===== config.mk =====
export PLATFORM = sky130hd
export DESIGN_NAME = ctr_steal_sched
export DESIGN_NICKNAME = d
export VERILOG_FILES = /design/src/rtl/agc_ctr_pkg.sv /design/src/rtl/ctr_prio_enc.sv /design/src/rtl/ctr_steal_sched.sv
export SDC_FILE = /design/constraint.sdc
export NUM_CORES = 1
export LEC_CHECK = 0
export CELL_PAD_IN_SITES_DETAIL_PLACEMENT = 0
export CELL_PAD_IN_SITES_GLOBAL_PLACEMENT = 1
export CORE_ASPECT_RATIO = 1.75
export CORE_MARGIN = 3
export CORE_UTILIZATION = 50
export CTS_CLUSTER_DIAMETER = 80
export DETAILED_ROUTE_END_ITERATION = 10
export PLACE_DENSITY_LB_ADDON = 0.1
export SETUP_SLACK_MARGIN = 0.4
export SYNTH_ARGS = -nofsm -noshare
export SYNTH_HDL_FRONTEND = slang
export SYNTH_HIERARCHICAL = 1
export SYNTH_SLANG_ARGS = --single-unit

===== constraint.sdc =====
create_clock -name CLOCK -period 98.2 [get_ports CLOCK]
set_input_delay 14.73 -clock CLOCK [delete_from_list [all_inputs] [get_ports CLOCK]]
set_output_delay 14.73 -clock CLOCK [all_outputs]
set_load 0.02 [all_outputs]

===== src/rtl/agc_ctr_pkg.sv =====
// Shared types and defaults for the AGC counter-increment cycle-steal scheduler.
package agc_ctr_pkg;

  localparam int unsigned CTR_NCTR_DEF      = 20;
  localparam logic [11:0] CTR_BASE_ADDR_DEF = 12'o0024;
  localparam int unsigned CTR_IDX_W         = $clog2(CTR_NCTR_DEF);

  typedef enum logic {
    IDLE  = 1'b0,
    STEAL = 1'b1
  } steal_state_e;

endpackage


===== src/rtl/ctr_prio_enc.sv =====
// Lowest-index-first priority encoder: index 0 wins over every other request.
module ctr_prio_enc
  import agc_ctr_pkg::*;
#(
  parameter int unsigned N  = CTR_NCTR_DEF,
  parameter int unsigned IW = CTR_IDX_W
) (
  input  logic [N-1:0]  req_i,
  output logic          valid_o,
  output logic [IW-1:0] idx_o
);

  // Scan from the top down so the lowest set index is the last one written.
  always_comb begin
    // NOTE: outputs get a default before the loop so no path leaves them unassigned (no latch).
    valid_o = 1'b0;
    idx_o   = '0;
    for (int i = int'(N) - 1; i >= 0; i--) begin
      if (req_i[i]) begin
        valid_o = 1'b1;
        idx_o   = IW'(i);
      end
    end
  end

endmodule


===== src/rtl/ctr_steal_sched.sv =====
// Counter-increment cycle-steal scheduler: latches plus/minus pulse edges per
// counter cell and steals whole memory cycles, one at a time, in fixed priority.
module ctr_steal_sched
  import agc_ctr_pkg::*;
#(
  parameter int unsigned NCTR      = CTR_NCTR_DEF,
  parameter logic [11:0] BASE_ADDR = CTR_BASE_ADDR_DEF,
  parameter int unsigned LOSTW     = 8
) (
  input  logic             CLOCK,
  input  logic             SIM_RST_n,
  input  logic [NCTR-1:0]  PINC_REQ,
  input  logic [NCTR-1:0]  MINC_REQ,
  input  logic             CYCLE_END,
  input  logic             INHINC,
  output logic             INKL,
  output logic [11:0]      CTR_ADDR,
  output logic             PINC,
  output logic             MINC,
  output logic             CTR_DONE,
  output logic             PENDING,
  output logic [LOSTW-1:0] LOST_CNT
);

  localparam int unsigned IW = (NCTR > 1) ? $clog2(NCTR) : 1;
  localparam logic [NCTR-1:0] BIT0 = {{(NCTR-1){1'b0}}, 1'b1};

  logic [NCTR-1:0]  req_p_q, req_m_q;
  logic [NCTR-1:0]  pend_p_q, pend_p_d, pend_m_q, pend_m_d;
  steal_state_e     state_q, state_d;
  logic [IW-1:0]    idx_q, idx_d;
  logic             plus_q, plus_d;
  logic             done_q, done_d;
  logic [LOSTW-1:0] lost_q, lost_d;

  logic [NCTR-1:0]  rise_p, rise_m, clr_p, clr_m, cand, keep, cancel, lost_p, lost_m;
  logic             retire, win_valid, win_plus;
  logic [IW-1:0]    win_idx;

  assign rise_p = PINC_REQ & ~req_p_q;
  assign rise_m = MINC_REQ & ~req_m_q;

  // The granted bit is retired on the CYCLE_END that closes its stolen cycle.
  assign retire = (state_q == STEAL) && CYCLE_END;
  assign clr_p  = (retire &&  plus_q) ? (BIT0 << idx_q) : '0;
  assign clr_m  = (retire && !plus_q) ? (BIT0 << idx_q) : '0;

  // Winner candidates exclude the bit being retired so back-to-back grants move on.
  assign cand     = (pend_p_q & ~clr_p) | (pend_m_q & ~clr_m);
  assign win_plus = pend_p_q[win_idx] & ~clr_p[win_idx];

  ctr_prio_enc #(.N(NCTR), .IW(IW)) u_prio (
    .req_i   (cand),
    .valid_o (win_valid),
    .idx_o   (win_idx)
  );

  // Grant/retire sequencing: direction and address are frozen at grant time.
  always_comb begin
    state_d = state_q;
    idx_d   = idx_q;
    plus_d  = plus_q;
    done_d  = 1'b0;
    case (state_q)
      IDLE: begin
        if (CYCLE_END && win_valid && !INHINC) begin
          state_d = STEAL;
          idx_d   = win_idx;
          plus_d  = win_plus;
        end
      end
      STEAL: begin
        if (CYCLE_END) begin
          done_d = 1'b1;
          if (win_valid && !INHINC) begin
            idx_d  = win_idx;
            plus_d = win_plus;
          end else begin
            state_d = IDLE;
          end
        end
      end
      default: state_d = IDLE;
    endcase
  end

  // Pending-bit update: set beats clear, opposite directions cancel except on
  // the counter that holds the grant after this clock, repeat edges are lost.
  always_comb begin
    pend_p_d = (pend_p_q & ~clr_p) | rise_p;
    pend_m_d = (pend_m_q & ~clr_m) | rise_m;
    keep     = (state_d == STEAL) ? (BIT0 << idx_d) : '0;
    cancel   = pend_p_d & pend_m_d & ~keep;
    lost_p   = rise_p & pend_p_q & ~clr_p & ~cancel;
    lost_m   = rise_m & pend_m_q & ~clr_m & ~cancel;
    pend_p_d = pend_p_d & ~cancel;
    pend_m_d = pend_m_d & ~cancel;
    lost_d   = lost_q;
    for (int i = 0; i < int'(NCTR); i++) begin
      if (lost_p[i] && lost_d != '1) lost_d = lost_d + LOSTW'(1);
      if (lost_m[i] && lost_d != '1) lost_d = lost_d + LOSTW'(1);
    end
  end

  // State, edge-detect and pending registers.
  always_ff @(posedge CLOCK or negedge SIM_RST_n) begin
    // NOTE: every register, pending vectors included, is reset so a reset mid-steal leaves no trace.
    if (!SIM_RST_n) begin
      req_p_q  <= '0;
      req_m_q  <= '0;
      pend_p_q <= '0;
      pend_m_q <= '0;
      state_q  <= IDLE;
      idx_q    <= '0;
      plus_q   <= 1'b0;
      done_q   <= 1'b0;
      lost_q   <= '0;
    end else begin
      // NOTE: non-blocking so every register samples pre-edge values.
      req_p_q  <= PINC_REQ;
      req_m_q  <= MINC_REQ;
      pend_p_q <= pend_p_d;
      pend_m_q <= pend_m_d;
      state_q  <= state_d;
      idx_q    <= idx_d;
      plus_q   <= plus_d;
      done_q   <= done_d;
      lost_q   <= lost_d;
    end
  end

  assign INKL     = (state_q == STEAL);
  assign CTR_ADDR = INKL ? (BASE_ADDR + 12'(idx_q)) : 12'd0;
  assign PINC     = INKL &  plus_q;
  assign MINC     = INKL & ~plus_q;
  assign CTR_DONE = done_q;
  assign PENDING  = |(pend_p_q | pend_m_q);
  assign LOST_CNT = lost_q;

endmodule


# == After elaboration in Yosys (flattened, before gate mapping) ==
# Index checks and enable logic that the tools add are counted.
# classes
n_shift,2
n_eq_ne,43
n_addsub,41
mux,102
bitwise_logic,30
n_reduce_logical,50
n_lt_le_gt_ge,1
# op_table
op,count
8-bit by 1-bit adder with 8-bit output (second input constant),40
8-bit two-way mux,40
8-bit != test (second input constant),40
20-bit bitwise AND,14
20-bit NOT,6
5-bit two-way mux,23
20-bit bitwise OR,4
20-bit two-way mux,3
1-bit logical AND,46
1-bit by 5-bit left shift with 20-bit output (first input constant),2
1-bit two-way mux,30
20-bit OR reduction,1
1-bit binary-select mux with 5-bit select,2
5-bit case mux with 2 select lines,1
5-bit by 5-bit adder with 6-bit output (first input constant),1
5-bit by 6-bit less-than comparator with 1-bit output (second input constant),1
6-bit two-way mux,1
2-bit != test (second input constant),2
1-bit case mux with 2 select lines,2
1-bit bitwise AND,3
1-bit NOT,3
3-bit AND reduction,1
1-bit zero test,2
2-bit by 1-bit != test with 1-bit output (second input constant),1
# totals
regBits,96
out_inout_bits,25
input_bits,44
wordCells,278

# == Logic depth before layout (Yosys ltp) ==
# Gate-level depths: netlist of run 1.
# depth
depth_word,155
mapped_depth,235
ltp_nobuf,225

# == Modules after synthesis ==
# Netlist of run 1, hierarchy kept.
# modules_own_cells
mod,cells_each,seq_area_each_um2,area_each_um2,n_inst
ctr_steal_sched,2725,2402.3,20661.1,1
ctr_prio_enc,39,0.0,231.5,1

# == Least setup slack after synthesis of run 1 ==
# OpenSTA, ideal clock, no wires.
# synth_timing
kind,input to register
from,input CYCLE_END
to,register lost_q[5] (netlist: LOST_CNT[5])
path_slack_ps,34317
n_path_buf,9
stages,218
arrival_time_ps,63802
required_time_ps,98118
setup_time_ps,82
cell_sequence,nand2_1 -> nor3_1 -> nand3_1 -> o21ai_0 -> nand2_1 -> nor4_1 -> a21boi_0 -> or3_1 -> o32ai_2 -> a21oi_2 -> buf_2 -> nor2_1 -> xnor2_1 -> inv_1 -> ha_1 -> o21ai_2 -> o31ai_4 -> xnor2_1 -> [182 not listed] -> ha_1 -> nand3_1 -> o41ai_4 -> mux2_2 -> ha_1 -> o2111ai_1 -> and2_1 -> xnor2_1 -> ha_1 -> inv_1 -> a21oi_1 -> o221ai_1 -> a2111oi_4 -> a21o_2 -> nand3_1 -> o21a_1 -> nor4_1 -> mux2i_1
# synth_via
word_cells_on_any_way,231
cone_classes,add/sub: 39; eq/ne: 39; shift: 1; mux: 91; bitwise: 15; reduce/logical: 46
# synth_lines
item,line_no,source
"start, declared",ctr_steal_sched.sv:14,"input logic CYCLE_END,"
1-bit logical AND *,ctr_steal_sched.sv:44,assign retire = (state_q == STEAL) && CYCLE_END;
1-bit logical AND (on tied branches),"ctr_steal_sched.sv:45, ctr_steal_sched.sv:46",
20-bit two-way mux (on tied branches),"ctr_steal_sched.sv:45, ctr_steal_sched.sv:46",
20-bit NOT,ctr_steal_sched.sv:49,assign cand = (pend_p_q & ~clr_p) | (pend_m_q & ~clr_m);
20-bit bitwise AND,ctr_steal_sched.sv:49,
20-bit bitwise OR *,ctr_steal_sched.sv:49,
via cand[7],ctr_steal_sched.sv:36,"logic [NCTR-1:0] rise_p, rise_m, clr_p, clr_m, cand, keep, cancel, lost_p, lost_m;"
5-bit two-way mux * (8 in series),ctr_prio_enc.sv:19,if (req_i[i]) begin
via win_idx[2],ctr_steal_sched.sv:38,logic [IW-1:0] win_idx;
[3 not listed],n/a,
1-bit by 5-bit left shift with 20-bit output *,ctr_steal_sched.sv:92,keep = (state_d == STEAL) ? (BIT0 << idx_d) : '0;
20-bit two-way mux *,ctr_steal_sched.sv:92,
20-bit NOT *,ctr_steal_sched.sv:93,cancel = pend_p_d & pend_m_d & ~keep;
20-bit bitwise AND *,ctr_steal_sched.sv:93,
20-bit NOT *,"ctr_steal_sched.sv:94, ctr_steal_sched.sv:95",
branches (longest 119 deep; another with 8-bit by 1-bit adder with 8-bit output),n/a,
8-bit two-way mux *,ctr_steal_sched.sv:101,if (lost_m[i] && lost_d != '1) lost_d = lost_d + LOSTW'(1);
via lost_d[5],ctr_steal_sched.sv:34,"logic [LOSTW-1:0] lost_q, lost_d;"
"end signal, assigned",ctr_steal_sched.sv:128,lost_q <= lost_d;
"end, declared",ctr_steal_sched.sv:34,
# Mark *: on every way through the listed nets, which the timed path passes.
# A chain may end at the register's enable or synchronous reset.

# == Worst setup path after layout of run 1 ==
# layout_timing
from,input CYCLE_END
to,register lost_q[1] (netlist: LOST_CNT[1])
# Same word-level chain as after synthesis.

==> impl_metrics.json, run 1 <==
{
  "grt_pass1_wl_um": 117000,
  "grt_pass1_vias": 22700,
  "pin_count": 69,
  "cts_root_buffer": "clkbuf_16",
  "path_class": "in2reg",
  "cts_tree": "done",
  "status": "complete, no violations",
  "worstPathArrival_ns": 74.02,
  "antenna_cells": 0,
  "period_needed_ns": 73.81,
  "synth_ff_type": "dfrtp_1",
  "routed_wl_um": 73900,
  "area_delta_synth_final_pct": 6.67,
  "synthTopCellsByCount": "nand2_1, nor2_1, a21oi_1",
  "routedWlPerCell_um": 22.1,
  "first_iter_violations": 1830,
  "grt.overflow.total": 0,
  "post_cts_buffers": 0,
  "cts_resized": 0,
  "period_share": 0.752,
  "rsz0062_at_grt": "no",
  "slew_headroom": 0.248,
  "gp_congestion": 1.01,
  "grt_max_degree": 58,
  "synthArstFlopShare": 1.00,
  "fp.dieArea_um2": 44400,
  "r2r_start": "INKL$_DFF_PN0_",
  "grt_use_total": 0.316,
  "die_y_um": 276,
  "crit_path_start_kind": "primary input",
  "ys_ff_latch": 96,
  "num_vias": 23000,
  "synth.most_common_cell": "nand2_1",
  "crit_top_cell": "ha_1",
  "required_ns": 98.41,
  "crit_slowest_cell": "a211oi_1",
  "drt_first_pass_iters": 8,
  "synth_area_um2": 20900,
  "postRouteAntennaNets": 0,
  "crit_path_start": "CYCLE_END",
  "num_rows": 98,
  "yosysUniqueCellTypes": 149,
  "synth_top_area_cell": "dfrtp_1",
  "layout.nets": 2871,
  "syn_avg_cell_area_um2": 7.56,
  "synthCells": 2764,
  "die_x_um": 161,
  "clock.fmax_ghz": 0.0135,
  "clk_pin_slew_ns": 0.07,
  "layout-drive-gt1-share": 0.102,
  "critPathCaptureType": "flip-flop",
  "utilization": 0.543,
  "cpPeakStageDelay_ns": 0.93,
  "cp_max_fo": 14,
  "min-delay-start": "req_m_q[17]$_DFF_PN0_",
  "synth_area_leaders": "dfrtp_1, nand2_1, a21oi_1",
  "start_util": 0.509,
  "numCtsBuffers": 9,
  "tightest_slew_ns": 1.12,
  "drc": 0,
  "maxCapViolCount": 0,
  "insertion_delay_ns": 0.36,
  "cts_num_sinks": 96,
  "fin_tns_setup_ns": 0,
  "yosys_warnings": 6,
  "slew_violations": 0,
  "io_buffers": 62,
  "synth_top_area_share": 0.115,
  "hold_viol": 0,
  "ys_seq_area_frac": 0.115,
  "cts_max_level": 3,
  "antenna_found_initial": 0,
  "coreArea_um2": 41100,
  "setup_viol": 0,
  "cts_max_path_buffers": 2,
  "dp_hpwl_um": 61000,
  "via_per_inst": 6.89,
  "cts_hold_buf": 0,
  "min_path_type": "reg2reg",
  "synth_edf_count": 0,
  "finalClockSkew_ns": 0.00811
}
==> final cells by class <==
| cell class | count | area (µm²) |
|---|---|---|
| tap | 550 | 688 |
| sequential | 96 | 2400 |
| fill | 4071 | 18800 |
| clock buffer | 9 | 225 |
| multi-input combinational | 2519 | 17900 |
| clock inverter | 7 | 71.3 |
| timing repair buffer | 76 | 723 |
| inverter | 85 | 319 |
==> final timing paths <==
| check | to | slack [ns] | depth (start not counted) |
|---|---|---|---|
| worst max-delay path | LOST_CNT[1]$_DFF_PN0_ | 24.39 | 211 |
| worst min register to register | pend_m_q[17]$_DFF_PN0_ | 0.57 | 2 |
| min in group asynchronous | req_p_q[15]$_DFF_PN0_ | 14.35 | 1 |
| worst max register to register | LOST_CNT[1]$_DFF_PN0_ | 38.74 | 210 |
| max in group asynchronous | req_m_q[2]$_DFF_PN0_ | 82.70 | 2 |
| worst min-delay path | pend_m_q[17]$_DFF_PN0_ | 0.57 | 2 |
==> layout by cell type, fill, tap and decap left out, types with 36 or more instances in the layout <==
| cell | netlist | final |
|---|---|---|
| and3_1 | 40 | 40 |
| a31oi_1 | 49 | 49 |
| xnor2_1 | 94 | 94 |
| nand2b_1 | 73 | 73 |
| o21ai_1 | 36 | 36 |
| or3_1 | 46 | 46 |
| a21o_1 | 39 | 39 |
| dfrtp_1 | 96 | 96 |
| nand2_1 | 258 | 258 |
| o21ai_0 | 119 | 119 |
| clkdlybuf4s50_1 | 0 | 61 |
| mux2i_1 | 73 | 73 |
| nand4_1 | 47 | 47 |
| ha_1 | 40 | 40 |
| nor4_1 | 46 | 46 |
| nand3_1 | 110 | 110 |
| a211oi_1 | 52 | 52 |
| a21oi_1 | 172 | 172 |
| mux2_2 | 58 | 58 |
| inv_1 | 84 | 84 |
| and2_1 | 76 | 76 |
| nor2_1 | 200 | 200 |
| o21a_1 | 46 | 46 |
| nor3_1 | 100 | 99 |
==> cell families after synthesis <==
| group | count (synthesis) | synth area share |
|---|---|---|
| buf+inv | 154 | 0.0315 |
| simple gates | 1214 | 0.320 |
| mux | 154 | 0.0830 |
| xor+xnor | 133 | 0.0586 |
| flops | 96 | 0.115 |
| compound gates | 972 | 0.368 |
| fa+ha+maj | 40 | 0.0240 |
| other cells | 1 | 0.000179 |
==> sequential cells by signal (all words and copies together), names as in the netlist, 5 cells and up <==
signal,flops
idx_q,5
LOST_CNT,8
req_m_q,20
pend_m_q,20
req_p_q,20
pend_p_q,20
==> routing by layer <==
| layer | GRT usage | part of all wire |
|---|---|---|
| met5 | 0 | 0 |
| met4 | 0.178 | 0.064 |
| met3 | 0.0285 | 0.033 |
| met2 | 0.626 | 0.54 |
| met1 | 0.313 | 0.36 |
==> critical path: cells and delay by family <==
family	cells	cell delay (ns)
AND/OR/NAND/NOR	45	12.18
XOR/XNOR	26	8.39
adder cells (fa/ha/maj)	36	10.41
AO/OA/AOI/OAI	72	21.78
multiplexers	11	3.70
buffers and inverters	21	2.84
==> per-stage QoR <==
step / std cells / worst slack, ns / cell area [µm²] / hold WS (ns)
after detailed placement: 3326 / 25.02 / 22000 / 0.551
after CTS: 3342 / 25.06 / 22300 / 0.566
after global routing: 3342 / 19.36 / 22300 / 0.597
after global placement: 3326 / 26.89 / 22000 / 0.547
final: 3342 / 24.39 / 22300 / 0.568
after floorplan: 2769 / 34.32 / 20900 / 0.517
Power of run 1 is not shown: default switching activity piles up to over one toggle a cycle in this logic, so the estimate is an artifact.
==> run 2, diff against run 1 <==
--- a/config.mk
+++ b/config.mk
@@ -9,7 +9,7 @@
 export CELL_PAD_IN_SITES_GLOBAL_PLACEMENT = 1
 export CORE_ASPECT_RATIO = 1.75
 export CORE_MARGIN = 3
-export CORE_UTILIZATION = 50
+export CORE_UTILIZATION = 48
 export CTS_CLUSTER_DIAMETER = 80
 export DETAILED_ROUTE_END_ITERATION = 10
 export PLACE_DENSITY_LB_ADDON = 0.1
==> constraint.sdc (replaced) <==
create_clock -name CLOCK -period 76.7 [get_ports CLOCK]
set_input_delay 11.505 -clock CLOCK [delete_from_list [all_inputs] [get_ports CLOCK]]
set_output_delay 11.505 -clock CLOCK [all_outputs]
set_load 0.02 [all_outputs]
==> impl_metrics.json, run 2 (synthesis gave the netlist of run 1 again) <==
{
  "routedWlPerCell_um": 22.1,
  "start_util": 0.488,
  "layout_commonest_cell": "nand2_1",
  "cts_resized": 0,
  "placed_cells": 3339,
  "grt_pass1_wl_um": 117000,
  "cp_max_fo": 14,
  "via_per_inst": 6.84,
  "fillers": 4381,
  "insertion_delay_ns": 0.36,
  "path_class": "in2reg",
  "layout.nets": 2873,
  "hold_depth": 2,
  "routed_wl_um": 74200,
  "layout_common_cells": "nand2_1, nor2_1, a21oi_1, o21ai_0, nand3_1",
  "antenna_found_initial": 0,
  "cts_max_level": 3,
  "period_share": 0.918,
  "fp.dieArea_um2": 46200,
  "cpPeakStageDelay_ns": 0.93,
  "critPathCaptureType": "flip-flop",
  "crit_path_start_kind": "primary input",
  "drt_first_pass_iters": 6,
  "period_needed_ns": 70.44,
  "setup_viol": 0,
  "cts_max_path_buffers": 2,
  "status": "complete, no violations",
  "first_iter_violations": 1305,
  "die_y_um": 282,
  "worstPathArrival_ns": 70.70,
  "antenna_cells": 0,
  "finalClockSkew_ns": 0.00672,
  "tightest_slew_ns": 1.14,
  "r2r-end": "LOST_CNT[5]$_DFF_PN0_",
  "slew_headroom": 0.233,
  "cts_num_sinks": 96,
  "crit_top_cell": "ha_1",
  "r2r_cells": 209,
  "slew_violations": 0,
  "cts_tree": "done",
  "grt_max_degree": 53,
  "rrSetupSlack_ns": 17.40,
  "postRouteAntennaNets": 0,
  "num_rows": 100,
  "coreArea_um2": 42800,
  "hold_viol": 0,
  "min-delay-start": "req_p_q[10]$_DFF_PN0_",
  "dp_hpwl_um": 60900,
  "area_delta_synth_final_pct": 6.77,
  "fin_tns_setup_ns": 0,
  "numCtsBuffers": 9,
  "cts_root_buffer": "clkbuf_16",
  "die_x_um": 164,
  "crit_slowest_cell": "a211oi_1",
  "post_cts_buffers": 0,
  "gp_congestion": 0.969,
  "r2r_start": "INKL$_DFF_PN0_",
  "rsz0062_at_grt": "no",
  "pin_count": 69,
  "finalNonFillerCells": 3355,
  "hold_end": "pend_p_q[10]$_DFF_PN0_",
  "layout-drive-gt1-share": 0.102,
  "num_vias": 22900,
  "required_ns": 76.96,
  "grt.overflow.total": 0,
  "drc": 0,
  "clk_pin_slew_ns": 0.07,
  "io_buffers": 62,
  "maxCapViolCount": 0,
  "grt_use_total": 0.309,
  "clock.fmax_ghz": 0.0142,
  "cts_hold_buf": 0,
  "min_path_type": "reg2reg",
  "grt_pass1_vias": 22600
}
==> run 2: cell types whose count changed in the layout (fill, tap and decap cells not counted), sizes merged <==
cell,before,now
buf,15,17
clkinvlp,0,1
inv,86,89
clkinv,5,1
clkbuf,9,10
bufinv,1,0
==> run 2: layer usage <==
metal	GRT usage	part of all wire	vias to the layer above
li1	-	-	10900
met4	0.179	0.065	0
met5	0	0	-
met1	0.303	0.36	11000
met2	0.609	0.54	709
met3	0.0354	0.038	255
==> run 2: how the worst max path moves through the flow <==
| stage | from | end | slack (ns) | cells after the start |
|---|---|---|---|---|
| 3_5_place_dp | CYCLE_END | LOST_CNT[5]$_DFF_PN0_ | 6.93 | 211 |
| 3_3_place_gp | CYCLE_END | LOST_CNT[5]$_DFF_PN0_ | 8.76 | 212 |
| 2_1_floorplan | CYCLE_END | LOST_CNT[5]$_DFF_PN0_ | 16.04 | 218 |
| 5_1_grt | CYCLE_END | LOST_CNT[6]$_DFF_PN0_ | 1.24 | 215 |
| 4_1_cts | CYCLE_END | LOST_CNT[5]$_DFF_PN0_ | 7.05 | 212 |
| 6_report | CYCLE_END | LOST_CNT[5]$_DFF_PN0_ | 6.26 | 210 |
==> run 2: area by class of cell <==
cell class | count | area [µm²] | share of cell area
sequential | 96 | 2400 | 0.108
multi-input combinational | 2519 | 17900 | 0.800
timing repair buffer | 78 | 738 | 0.0331
tap | 561 | 702 | 0.0315
clock buffer | 10 | 239 | 0.0107
inverter | 85 | 319 | 0.0143
clock inverter | 6 | 50.0 | 0.00224
==> run 2: through the flow <==
step / area [µm²] / util / worst slack [ns] / hold WS (ns)
after floorplan: 20900 / - / 16.04 / 0.517
after detailed placement: 22000 / 0.515 / 6.93 / 0.555
after global placement: 22000 / 0.515 / 8.76 / 0.552
after CTS: 22300 / 0.521 / 7.05 / 0.567
after global routing: 22300 / 0.521 / 1.24 / 0.593
final: 22300 / 0.521 / 6.26 / 0.566
==> run 2: worst max-delay path: cells and delay by family <==
family          cells  cell delay (ns)
compound gates     67            20.57
xor+xnor           27             8.33
fa+ha+maj          34             9.61
buf+inv            22             2.77
mux                11             3.81
simple gates       49            14.00
Power of run 2 is left out for the same reason.
==> run 3, diff against run 2 <==
--- a/config.mk
+++ b/config.mk
@@ -12,7 +12,8 @@
 export CORE_UTILIZATION = 48
 export CTS_CLUSTER_DIAMETER = 80
 export DETAILED_ROUTE_END_ITERATION = 10
-export PLACE_DENSITY_LB_ADDON = 0.1
+export PLACE_DENSITY_LB_ADDON = 0.2
+export REMOVE_ABC_BUFFERS = 1
 export SETUP_SLACK_MARGIN = 0.4
 export SYNTH_ARGS = -nofsm -noshare
 export SYNTH_HDL_FRONTEND = slang
==> impl_metrics.json, run 3 (synthesis gave the netlist of run 1 again) <==
{
  "period_needed_ns": 69.77,
  "cts_num_sinks": 96,
  "routedWlPerCell_um": 21.2,
  "slew_violations": 0,
  "min_path_type": "reg2reg",
  "crit_buf_inv": 21,
  "numCtsBuffers": 9,
  "cp_max_fo": 14,
  "postRouteAntennaNets": 0,
  "drc": 0,
  "area_delta_synth_final_pct": 6.80,
  "drt_first_pass_iters": 6,
  "finalNonFillerCells": 3356,
  "grt.overflow.total": 0,
  "tightest_slew_ns": 1.15,
  "cts_max_level": 3,
  "required_ns": 76.98,
  "insertion_delay_ns": 0.36,
  "io_buffers": 62,
  "layout-drive-gt1-share": 0.102,
  "period_share": 0.910,
  "cts_tree": "done",
  "status": "complete, no violations",
  "via_per_inst": 6.81,
  "grt_pass1_wl_um": 113000,
  "num_vias": 22900,
  "clock.fmax_ghz": 0.0143,
  "cts_root_buffer": "clkbuf_16",
  "layout_commonest_cell": "nand2_1",
  "grt_use_total": 0.297,
  "fillers": 4335,
  "fp.dieArea_um2": 46200,
  "routed_wl_um": 71300,
  "die_y_um": 282,
  "maxCapViolCount": 0,
  "multi_input_area_um2": 17900,
  "cts_resized": 0,
  "first_iter_violations": 1713,
  "post_cts_buffers": 0,
  "postPlaceCellArea_um2": 22000,
  "pin_count": 69,
  "finalInstanceArea_um2": 22300,
  "die_x_um": 164,
  "clk_pin_slew_ns": 0.08,
  "hold_viol": 0,
  "crit_path_start_kind": "primary input",
  "rsz0062_at_grt": "no",
  "crit_slowest_cell": "a211oi_1",
  "worst_hold_slack_ns": 0.565,
  "num_rows": 100,
  "grt_pass1_vias": 22400,
  "finalClockSkew_ns": 0.0145,
  "coreArea_um2": 42800,
  "slew_headroom": 0.231,
  "crit_family": "compound AO/OA/AOI/OAI gates",
  "cts_max_path_buffers": 2,
  "critPathCaptureType": "flip-flop",
  "area.sequential_um2": 2400,
  "setup_viol": 0,
  "placed_cells": 3340,
  "gp_congestion": 0.998,
  "worstPathArrival_ns": 70.05,
  "dp_hpwl_um": 58600,
  "layout_common_cells": "nand2_1, nor2_1, a21oi_1, o21ai_0, nand3_1",
  "crit_top_cell": "ha_1",
  "fin_tns_setup_ns": 0,
  "cts_hold_buf": 0,
  "start_util": 0.488,
  "antenna_found_initial": 0,
  "path_class": "in2reg",
  "antenna_cells": 0,
  "layout.nets": 2874,
  "grt_max_degree": 58,
  "cpPeakStageDelay_ns": 0.89
}
run 3: final timing paths:
path / startpoint / end / slack, ns / depth (start not counted)
hold reg to reg: req_m_q[6]$_DFF_PN0_ / pend_m_q[6]$_DFF_PN0_ / 0.56 / 2
min in group asynchronous: SIM_RST_n / req_p_q[0]$_DFF_PN0_ / 11.12 / 1
max in group asynchronous: SIM_RST_n / pend_p_q[1]$_DFF_PN0_ / 64.38 / 2
hold / removal: req_m_q[6]$_DFF_PN0_ / pend_m_q[6]$_DFF_PN0_ / 0.56 / 2
setup reg to reg: INKL$_DFF_PN0_ / LOST_CNT[5]$_DFF_PN0_ / 18.02 / 210
setup / recovery: CYCLE_END / LOST_CNT[5]$_DFF_PN0_ / 6.93 / 211
run 3: metrics by stage:
stage	worst slack (ns)	utilization
6_report	6.93	0.521
5_1_grt	1.90	0.521
4_1_cts	7.59	0.521
3_5_place_dp	7.41	0.515
3_3_place_gp	9.36	0.515
2_1_floorplan	16.18	-
run 3: cell type report:
| cell class | count | share of cell area |
|---|---|---|
| clock buffers | 12 | 0.0115 |
| clock inverters | 4 | 0.00163 |
| inverters | 85 | 0.0143 |
| multi-input cells | 2519 | 0.800 |
| flip-flops and latches | 96 | 0.108 |
| well taps | 561 | 0.0315 |
| repair buffers | 79 | 0.0334 |
run 3: metal layers:
| layer | global-route usage | wire, µm | up-vias | share of wire |
|---|---|---|---|---|
| met5 | 0 | 0 | - | 0 |
| met1 | 0.300 | 26000 | 10900 | 0.36 |
| met2 | 0.589 | 38700 | 812 | 0.54 |
| met4 | 0.152 | 3880 | 0 | 0.054 |
| li1 | - | - | 10900 | - |
| met3 | 0.0273 | 2790 | 241 | 0.039 |
run 3: tightest hold or removal path, stage by stage, from the launching register on:
cell and delay [ns]:
dfrtp_1 0.32, nand2b_1 0.13, a21oi_1 0.08
Power of run 3 is left out for the same reason.
